--- src/rtl/ad9361_samp_gate.sv ---
// Per-channel IQ magnitude gate for AD9361 RX samples: magnitude estimate, 2^L boxcar,
// hysteresis/hang-time FSM, with data delayed so pre-trigger samples are still emitted.
//
// state  | meaning
// CLOSED | gate shut, waiting for avg > thr_on
// OPEN   | gate open, avg has not yet fallen to thr_off
// HANG   | gate open, counting down hold_len clocks before closing
module ad9361_samp_gate #(
    parameter int NUM_CHANNELS       = 4,
    parameter int DATA_WIDTH         = 12,
    parameter int ABS_WIDTH          = 16,
    parameter int LOG2_FILTER_LENGTH = 3,
    parameter int NUM_DELAY          = 26,
    parameter int HOLD_WIDTH         = 16
) (
    input  logic                               clk,
    input  logic                               rst,
    input  logic                               en,
    input  logic [ABS_WIDTH-1:0]               thr_on,
    input  logic [ABS_WIDTH-1:0]               thr_off,
    input  logic [HOLD_WIDTH-1:0]              hold_len,
    input  logic [NUM_CHANNELS-1:0]            valid_in,
    input  logic [NUM_CHANNELS*DATA_WIDTH-1:0] data_i_in,
    input  logic [NUM_CHANNELS*DATA_WIDTH-1:0] data_q_in,
    output logic [NUM_CHANNELS-1:0]            valid_out,
    output logic [NUM_CHANNELS*DATA_WIDTH-1:0] data_i_out,
    output logic [NUM_CHANNELS*DATA_WIDTH-1:0] data_q_out,
    output logic [NUM_CHANNELS-1:0]            gate_open,
    output logic [NUM_CHANNELS-1:0]            gate_rise
);

    localparam int FILT_LEN  = 1 << LOG2_FILTER_LENGTH;
    localparam int SUM_WIDTH = ABS_WIDTH + LOG2_FILTER_LENGTH;

    typedef enum logic [1:0] {
        ST_CLOSED = 2'd0,
        ST_OPEN   = 2'd1,
        ST_HANG   = 2'd2
    } gate_state_t;

    // Unsigned result is DATA_WIDTH wide so the most negative input maps to 2^(DW-1).
    function automatic logic [DATA_WIDTH-1:0] abs_val(input logic [DATA_WIDTH-1:0] x);
        return x[DATA_WIDTH-1] ? (~x + DATA_WIDTH'(1)) : x;
    endfunction

    logic [NUM_CHANNELS*DATA_WIDTH-1:0] dly_i [NUM_DELAY];
    logic [NUM_CHANNELS*DATA_WIDTH-1:0] dly_q [NUM_DELAY];
    logic [NUM_CHANNELS-1:0]            dly_v [NUM_DELAY-1];
    logic [NUM_CHANNELS-1:0]            open_nxt;

    // valid_out pairs the delayed valid with the gate state of the same output cycle.
    always_ff @(posedge clk or posedge rst) begin
        if (rst) begin
            for (int k = 0; k < NUM_DELAY; k++) begin
                dly_i[k] <= '0;
                dly_q[k] <= '0;
            end
            for (int k = 0; k < NUM_DELAY-1; k++) dly_v[k] <= '0;
            valid_out <= '0;
        end else begin
            dly_i[0] <= data_i_in;
            dly_q[0] <= data_q_in;
            dly_v[0] <= valid_in;
            for (int k = 1; k < NUM_DELAY; k++) begin
                dly_i[k] <= dly_i[k-1];
                dly_q[k] <= dly_q[k-1];
            end
            for (int k = 1; k < NUM_DELAY-1; k++) dly_v[k] <= dly_v[k-1];
            valid_out <= dly_v[NUM_DELAY-2] & open_nxt;
        end
    end

    assign data_i_out = dly_i[NUM_DELAY-1];
    assign data_q_out = dly_q[NUM_DELAY-1];

    for (genvar c = 0; c < NUM_CHANNELS; c++) begin : g_ch
        logic [DATA_WIDTH-1:0] abs_i, abs_q, mag_max, mag_min, mag;
        logic [ABS_WIDTH-1:0]  mag_r;
        logic [ABS_WIDTH-1:0]  hist [FILT_LEN];
        logic [SUM_WIDTH-1:0]  sum_r;
        logic [ABS_WIDTH-1:0]  avg;
        gate_state_t           state, state_nxt;
        logic [HOLD_WIDTH-1:0] cnt, cnt_nxt;
        logic                  rise_r, rise_nxt;
        logic                  open_c, open_nxt_c;

        always_comb begin
            abs_i   = abs_val(data_i_in[c*DATA_WIDTH +: DATA_WIDTH]);
            abs_q   = abs_val(data_q_in[c*DATA_WIDTH +: DATA_WIDTH]);
            mag_max = (abs_i > abs_q) ? abs_i : abs_q;
            mag_min = (abs_i > abs_q) ? abs_q : abs_i;
            mag     = mag_max + (mag_min >> 1);
        end

        always_ff @(posedge clk or posedge rst) begin
            if (rst) begin
                mag_r <= '0;
                sum_r <= '0;
                for (int k = 0; k < FILT_LEN; k++) hist[k] <= '0;
            end else begin
                mag_r   <= valid_in[c] ? ABS_WIDTH'(mag) : '0;
                hist[0] <= mag_r;
                for (int k = 1; k < FILT_LEN; k++) hist[k] <= hist[k-1];
                sum_r   <= sum_r + SUM_WIDTH'(mag_r) - SUM_WIDTH'(hist[FILT_LEN-1]);
            end
        end

        assign avg = sum_r[SUM_WIDTH-1:LOG2_FILTER_LENGTH];

        always_ff @(posedge clk or posedge rst) begin
            if (rst) begin
                state  <= ST_CLOSED;
                cnt    <= '0;
                rise_r <= 1'b0;
            end else begin
                state  <= state_nxt;
                cnt    <= cnt_nxt;
                rise_r <= rise_nxt;
            end
        end

        always_comb begin
            state_nxt = state;
            cnt_nxt   = cnt;
            rise_nxt  = 1'b0;
            if (!en) begin
                state_nxt = ST_CLOSED;
                cnt_nxt   = '0;
            end else begin
                case (state)
                    ST_CLOSED: begin
                        if (avg > thr_on) begin
                            state_nxt = ST_OPEN;
                            rise_nxt  = 1'b1;
                        end
                    end
                    ST_OPEN: begin
                        // thr_on is tested first so a thr_off above thr_on cannot close a strong signal
                        if (!(avg > thr_on) && (avg <= thr_off)) begin
                            if (hold_len != '0) begin
                                state_nxt = ST_HANG;
                                cnt_nxt   = hold_len;
                            end else begin
                                state_nxt = ST_CLOSED;
                            end
                        end
                    end
                    ST_HANG: begin
                        if (avg > thr_on) begin
                            state_nxt = ST_OPEN;
                            cnt_nxt   = '0;
                        end else if (cnt == HOLD_WIDTH'(1)) begin
                            state_nxt = ST_CLOSED;
                            cnt_nxt   = '0;
                        end else begin
                            cnt_nxt = cnt - HOLD_WIDTH'(1);
                        end
                    end
                    default: begin
                        state_nxt = ST_CLOSED;
                        cnt_nxt   = '0;
                    end
                endcase
            end
        end

        always_comb begin
            open_c     = (state != ST_CLOSED);
            open_nxt_c = (state_nxt != ST_CLOSED);
        end

        assign gate_open[c] = open_c;
        assign gate_rise[c] = rise_r;
        assign open_nxt[c]  = open_nxt_c;
    end

endmodule

--- config.mk ---
export PLATFORM = sky130hd
export DESIGN_NAME = ad9361_samp_gate
export DESIGN_NICKNAME = d
export VERILOG_FILES = /design/src/rtl/ad9361_samp_gate.sv
export SDC_FILE = /design/constraint.sdc
export NUM_CORES = 2
export LEC_CHECK = 0
export ABC_CLOCK_PERIOD_IN_PS = 128199
export CAP_MARGIN = 20
export CORE_MARGIN = 1
export CORE_UTILIZATION = 60
export DETAILED_ROUTE_END_ITERATION = 16
export MAX_ROUTING_LAYER = met4
export PLACE_DENSITY = 0.88
export SYNTH_ARGS = -nofsm -noshare
export SYNTH_HDL_FRONTEND = slang
export SYNTH_SLANG_ARGS = --single-unit
--- constraint.sdc ---
create_clock -name clk -period 128.2 [get_ports clk]
set_clock_uncertainty 0.15 [all_clocks]
set_input_delay 25.64 -clock clk [delete_from_list [all_inputs] [get_ports clk]]
set_output_delay 25.64 -clock clk [all_outputs]
set_load 0.05 [all_outputs]
## Word-level counts from Yosys, hierarchy flattened

Cells that the tools add are included.

| operators by class | value |
|---|---|
| reductions and logical operators | 25 |
| equality and inequality tests | 24 |
| bitwise logic cells | 9 |
| magnitude comparators | 12 |
| add/subtract/negate cells | 24 |
| mux-type cells | 78 |

Operator list:

| cell | count |
|---|---|
| 2-to-1 mux 16 bit | 17 |
| 2-to-1 mux 12 bit | 20 |
| one-hot mux 16 bit (3 select lines) | 4 |
| adder 12 x 1 -> 12 bit, second input constant | 8 |
| inverter 12 bit | 8 |
| adder 19 x 12 -> 19 bit | 4 |
| subtractor 19 x 12 -> 19 bit | 4 |
| equality test 16 x 1 -> 1 bit, second input constant | 4 |
| > comparator 16 bit | 4 |
| <= comparator 16 bit | 4 |
| subtractor 16 x 1 -> 16 bit, second input constant | 4 |
| adder 12 x 11 -> 12 bit | 4 |
| > comparator 12 bit | 4 |
| 2-to-1 mux 2 bit | 21 |
| inequality test 3 bit, second input constant | 8 |
| one-hot mux 2 bit (3 select lines) | 4 |
| nonzero test 16 bit | 1 |
| nonzero test 2 bit | 8 |
| 2-to-1 mux 1 bit | 12 |
| AND reduction 3 bit | 4 |
| equality test 2 x 1 -> 1 bit, second input constant | 4 |
| equality test 2 bit, second input constant | 4 |
| zero test 2 bit | 4 |
| inequality test 2 bit, second input constant | 4 |
| other kinds (3) | 9 |

| storage, ports and cells | value |
|---|---|
| word-level logic and storage cells | 302 |
| input port bits | 151 |
| output and inout port bits | 108 |
| bits in registers | 3184 |

## Longest topological paths before layout

| logic depth | value |
|---|---|
| depth in word-level cells | 8 |
| mapped depth | 27 |
| depth with buffers taken out | 26 |

## Worst setup path after synthesis

No wires, ideal clock.

| timing | value |
|---|---|
| path kind | input -> register |
| from | input data_i_in[36] |
| to | register g_ch[3].mag_r[11] |
| stages | 23 |
| path buffers | 1 |
| library setup time | 0.119 ns |
| slack | 97.093 ns |
| data required time | 127.931 ns |
| data arrival time | 30.838 ns |
| cell sequence | inv_1 -> ha_1 -> nand2b_1 -> or4b_2 -> o41ai_1 -> xor2_1 -> inv_1 -> ha_1 -> nand4_1 -> or3_1 -> a21oi_1 -> clkbuf_1 -> mux2i_1 -> ha_1 -> a21o_1 -> a21oi_1 -> o21bai_1 -> a31oi_1 -> o21ai_0 -> a21o_1 -> a21o_1 -> xor2_1 -> and2_1 |

| on the way | value |
|---|---|
| longest elaborated chain between the ends | 7 |
| elaborated cells between the ends (all ways) | 8 |
| classes of those cells | add/sub: 2; order compare: 1; mux: 4; bitwise: 1 |

RTL lines:

| item | RTL line | source |
|---|---|---|
| from (decl) | 23 | `input logic [NUM_CHANNELS*DATA_WIDTH-1:0] data_i_in,` |
| inverter 12 bit | 43 | `return x[DATA_WIDTH-1] ? (~x + DATA_WIDTH'(1)) : x;` |
| adder 12 x 1 -> 12 bit | 43 |  |
| 2-to-1 mux 12 bit (*) | 43 |  |
| > comparator 12 bit | 90, 91 |  |
| 2-to-1 mux 12 bit, on equally long branches | 90, 91 |  |
| adder 12 x 11 -> 12 bit (*) | 92 | `mag = mag_max + (mag_min >> 1);` |
| 2-to-1 mux 12 bit (*) | 101 | `mag_r <= valid_in[c] ? ABS_WIDTH'(mag) : '0;` |
| to (signal assigned) | 101 |  |
| to (decl) | 78 | `logic [ABS_WIDTH-1:0] mag_r;` |

Every way passes the cells marked *; elsewhere a longest branch is shown, timed or not.
A chain may end at the register's enable or synchronous reset.

## Final worst setup path

| timing | value |
|---|---|
| from | input data_i_in[1] |
| to | register g_ch[0].mag_r[10] |

| on the way | value |
|---|---|
| longest elaborated chain between the ends | 7 |
| elaborated cells between the ends (all ways) | 8 |
| classes of those cells | add/sub: 2; order compare: 1; mux: 4; bitwise: 1 |

RTL lines:

| item | RTL line |
|---|---|
| inverter 12 bit | 43 |
| adder 12 x 1 -> 12 bit | 43 |
| 2-to-1 mux 12 bit (*) | 43 |
| > comparator 12 bit | 90, 91 |
| 2-to-1 mux 12 bit, on equally long branches | 90, 91 |
| adder 12 x 11 -> 12 bit (*) | 92 |
| 2-to-1 mux 12 bit (*) | 101 |
| to (signal assigned) | 101 |
| to (decl) | 78 |

Marked as above.

==> out/qor.csv <==
metric;value;unit
synth_cell_types;73;
stdcell_area;0.1129;mm²
drive_gt1_share;9.128;%
arrival;34.65;ns
areaGrowthSynthToFinish;16.25;%
clock_sinks;3184;
first_iter_violations;5524;
synth_top_area_share;82.05;%
synth_area;0.09710;mm²
die_h;404.3;µm
vdd_drop_max;0.02090;mV
max_slew_margin;21.79;%
hold_violations;0;
crit_buf_inv;3;
path_class;in2reg;
critical_path.startpoint_type;input port;
tightest_slew;1.173;ns
cts-hold-fix-buffers;0;
die_w;404.3;µm
end_kind;flip-flop;
ys_async_sr_fraction;100.0;%
critical-path-top-delay-family;compound AO/OA/AOI/OAI gates;
gr-usage-all-layers;31.78;%
rsz0062_at_grt;false;
syn_avg_cell_area;17.17;µm²
drc;0;
powerDensity;24.61;mW/mm²
place_inst;7956;
cts_made_buffers;310;
dr.pass1.iters;8;
gr-total-overflow;0;
placed_area;0.1018;mm²
yosys-top-cells-area;dfrtp_1, ha_1, inv_1, fa_1, xor2_1;
layout_common_cells;dfrtp_1, inv_1, ha_1;
wl;271200;µm
grt_pass1_wl;359600;µm
io_buffers;258;
hp-class;reg2reg;
cp.required;128.85;ns
cp_slowest_cell;a21oi_2;
place_hpwl;127700;µm
multi_input_area;0.01500;mm²
antenna_left;0;
synth.yosys.warnings;0;
worst_hold_slack;0.1237;ns
num_io_pins;259;
cts_tree;built;
finalCritPeriodShare;26.52;%
cts_setup_buffers;0;
wire_per_inst;31.60;µm
vias_per_cell;5.711;
worst_path_largest_cell_delay;0.89;ns
core.rowCount;147;
yosysTopAreaCell;dfrtp_1;
grt_max_degree;213;
antenna_found_initial;50;
finalSetupViolations;0;
syn_nets;6186;
final_common_cell;dfrtp_1;
fin_nets;6659;
setup-tns-final;0;ns
htreeDepth;5;
vias;49020;
initial_core_util;60.48;%
clk_path_buf_depth;4;
seq_area;0.07968;mm²
syn_inst;5655;
synth-edff-count;0;
core-area;0.1606;mm²
drv_cap;0;
fmax;0.02941;GHz
root_buffer;clkbuf_16;
insertion_delay;0.98;ns
fill_cells;8976;
path_clk_slew;0.07;ns
crit_fanout;15;
leakage;0.05292;µW
ys_seq_elements;3184;
cts_resized;0;
dieArea;0.1635;mm²
ys.flop_type;dfrtp_1;
grt_pass1_vias;53380;
synth_seq_area_share;82.05;%
gp_congestion;0.9305;
final_cells;8584;
fin_crit;34.00;ns
final_max_slew_viol_count;0;
status;finished, final reports clean;
## synthesized netlist by cell type (10+ instances only)
master	n
a21o_1	65
nand2_1	154
o21a_1	36
nor2b_1	41
nor4_1	22
a21oi_1	166
or3_1	24
a22oi_1	32
xnor2_1	97
o21bai_1	16
clkbuf_1	56
inv_1	381
o22ai_1	13
xor2_1	102
o41ai_1	12
nor2_1	152
mux2i_1	57
fa_1	52
nand3_1	30
a32oi_1	12
ha_1	328
o31ai_1	47
dfrtp_1	3184
o2bb2ai_1	12
nor3_1	63
nand2b_1	24
nand4_1	34
a22o_1	17
or4_1	10
o21ai_0	117
and3_1	13
buf_4	105
and2_1	51
## worst reg2reg max path: cells and delay by family, from the launching register on
kind,cells,cell delay [ns]
XOR/XNOR,1,0.14
adder cells (fa/ha/maj),2,0.92
flip-flops,1,0.50
AO/OA/AOI/OAI,8,2.33
buffers and inverters,2,0.19
## power by group
group          total, µW  internal, µW  switching (µW)  leakage (µW)
logic                593           229             364       0.00995
clock network        991           555             437       0.00514
registers           1190          1120            73.5        0.0378
## registers in the layout (all words and copies together), names as in the netlist
| signal | cells |
|---|---|
| data_i_out | 48 |
| dly_i | 1200 |
| g_ch.rise_r | 4 |
| g_ch.sum_r | 76 |
| dly_q | 1200 |
| valid_out | 4 |
| data_q_out | 48 |
| g_ch.state | 8 |
| g_ch.cnt | 64 |
| dly_v | 100 |
| g_ch.mag_r | 48 |
| g_ch.hist | 384 |
## kinds of logic after synthesis
family          after synthesis  share of synthesized area (%)
simple gates                657                          3.427
fa+ha+maj                   380                          5.298
mux                          57                         0.5876
flops                      3184                          82.05
xor+xnor                    199                          1.795
buf+inv                     544                          2.516
compound gates              634                          4.323
## final timing paths
| path | endpoint | cells after the start | slack, ns | start |
|---|---|---|---|---|
| max | g_ch[0].mag_r[10]$_DFF_PP0_ | 25 | 94.20 | data_i_in[1] |
| min | dly_i[568]$_DFF_PP0_ | 0 | 0.12 | dly_i[616]$_DFF_PP0_ |
| max reg2reg | g_ch[2].sum_r[18]$_DFF_PP0_ | 13 | 123.79 | g_ch[2].sum_r[4]$_DFF_PP0_ |
| min reg2reg | dly_i[568]$_DFF_PP0_ | 0 | 0.12 | dly_i[616]$_DFF_PP0_ |
| max in group asynchronous | dly_q[189]$_DFF_PP0_ | 12 | 96.99 | rst |
| min in group asynchronous | dly_i[395]$_DFF_PP0_ | 2 | 25.00 | rst |
## metrics by stage
stage | worst slack, ns | util, % | power (µW)
after CTS | 95.35 | 69.87 | 2734
after detailed placement | 94.64 | 63.39 | 1729
final | 94.20 | 70.30 | 2779
after global placement | 95.21 | 63.38 | 1680
after global routing | 94.71 | 70.29 | 2886
after floorplan | 12.36 | - | 1597
## metal layers
| metal | vias up | share of wire [%] | wire length (µm) | GRT usage (%) |
|---|---|---|---|---|
| li1 | 19500 | - | - | - |
| met4 | 0 | 6.8 | 18370 | 14.71 |
| met2 | 2553 | 50 | 134700 | 51.96 |
| met1 | 25970 | 34 | 92900 | 37.57 |
| met3 | 997 | 9.3 | 25240 | 7.588 |
| met5 | - | 0 | 0 | - |
## layout make-up
class | instances | share of cell area, %
Multi-Input combinational cell | 1927 | 13.28
Tap cell | 2160 | 2.394
Inverter | 381 | 1.274
Clock inverter | 101 | 1.156
Clock buffer | 437 | 8.057
Sequential cell | 3184 | 70.58
Antenna cell | 70 | 0.1552
Timing Repair Buffer | 324 | 3.100
Note: power is estimated with default switching activity, not from simulation.
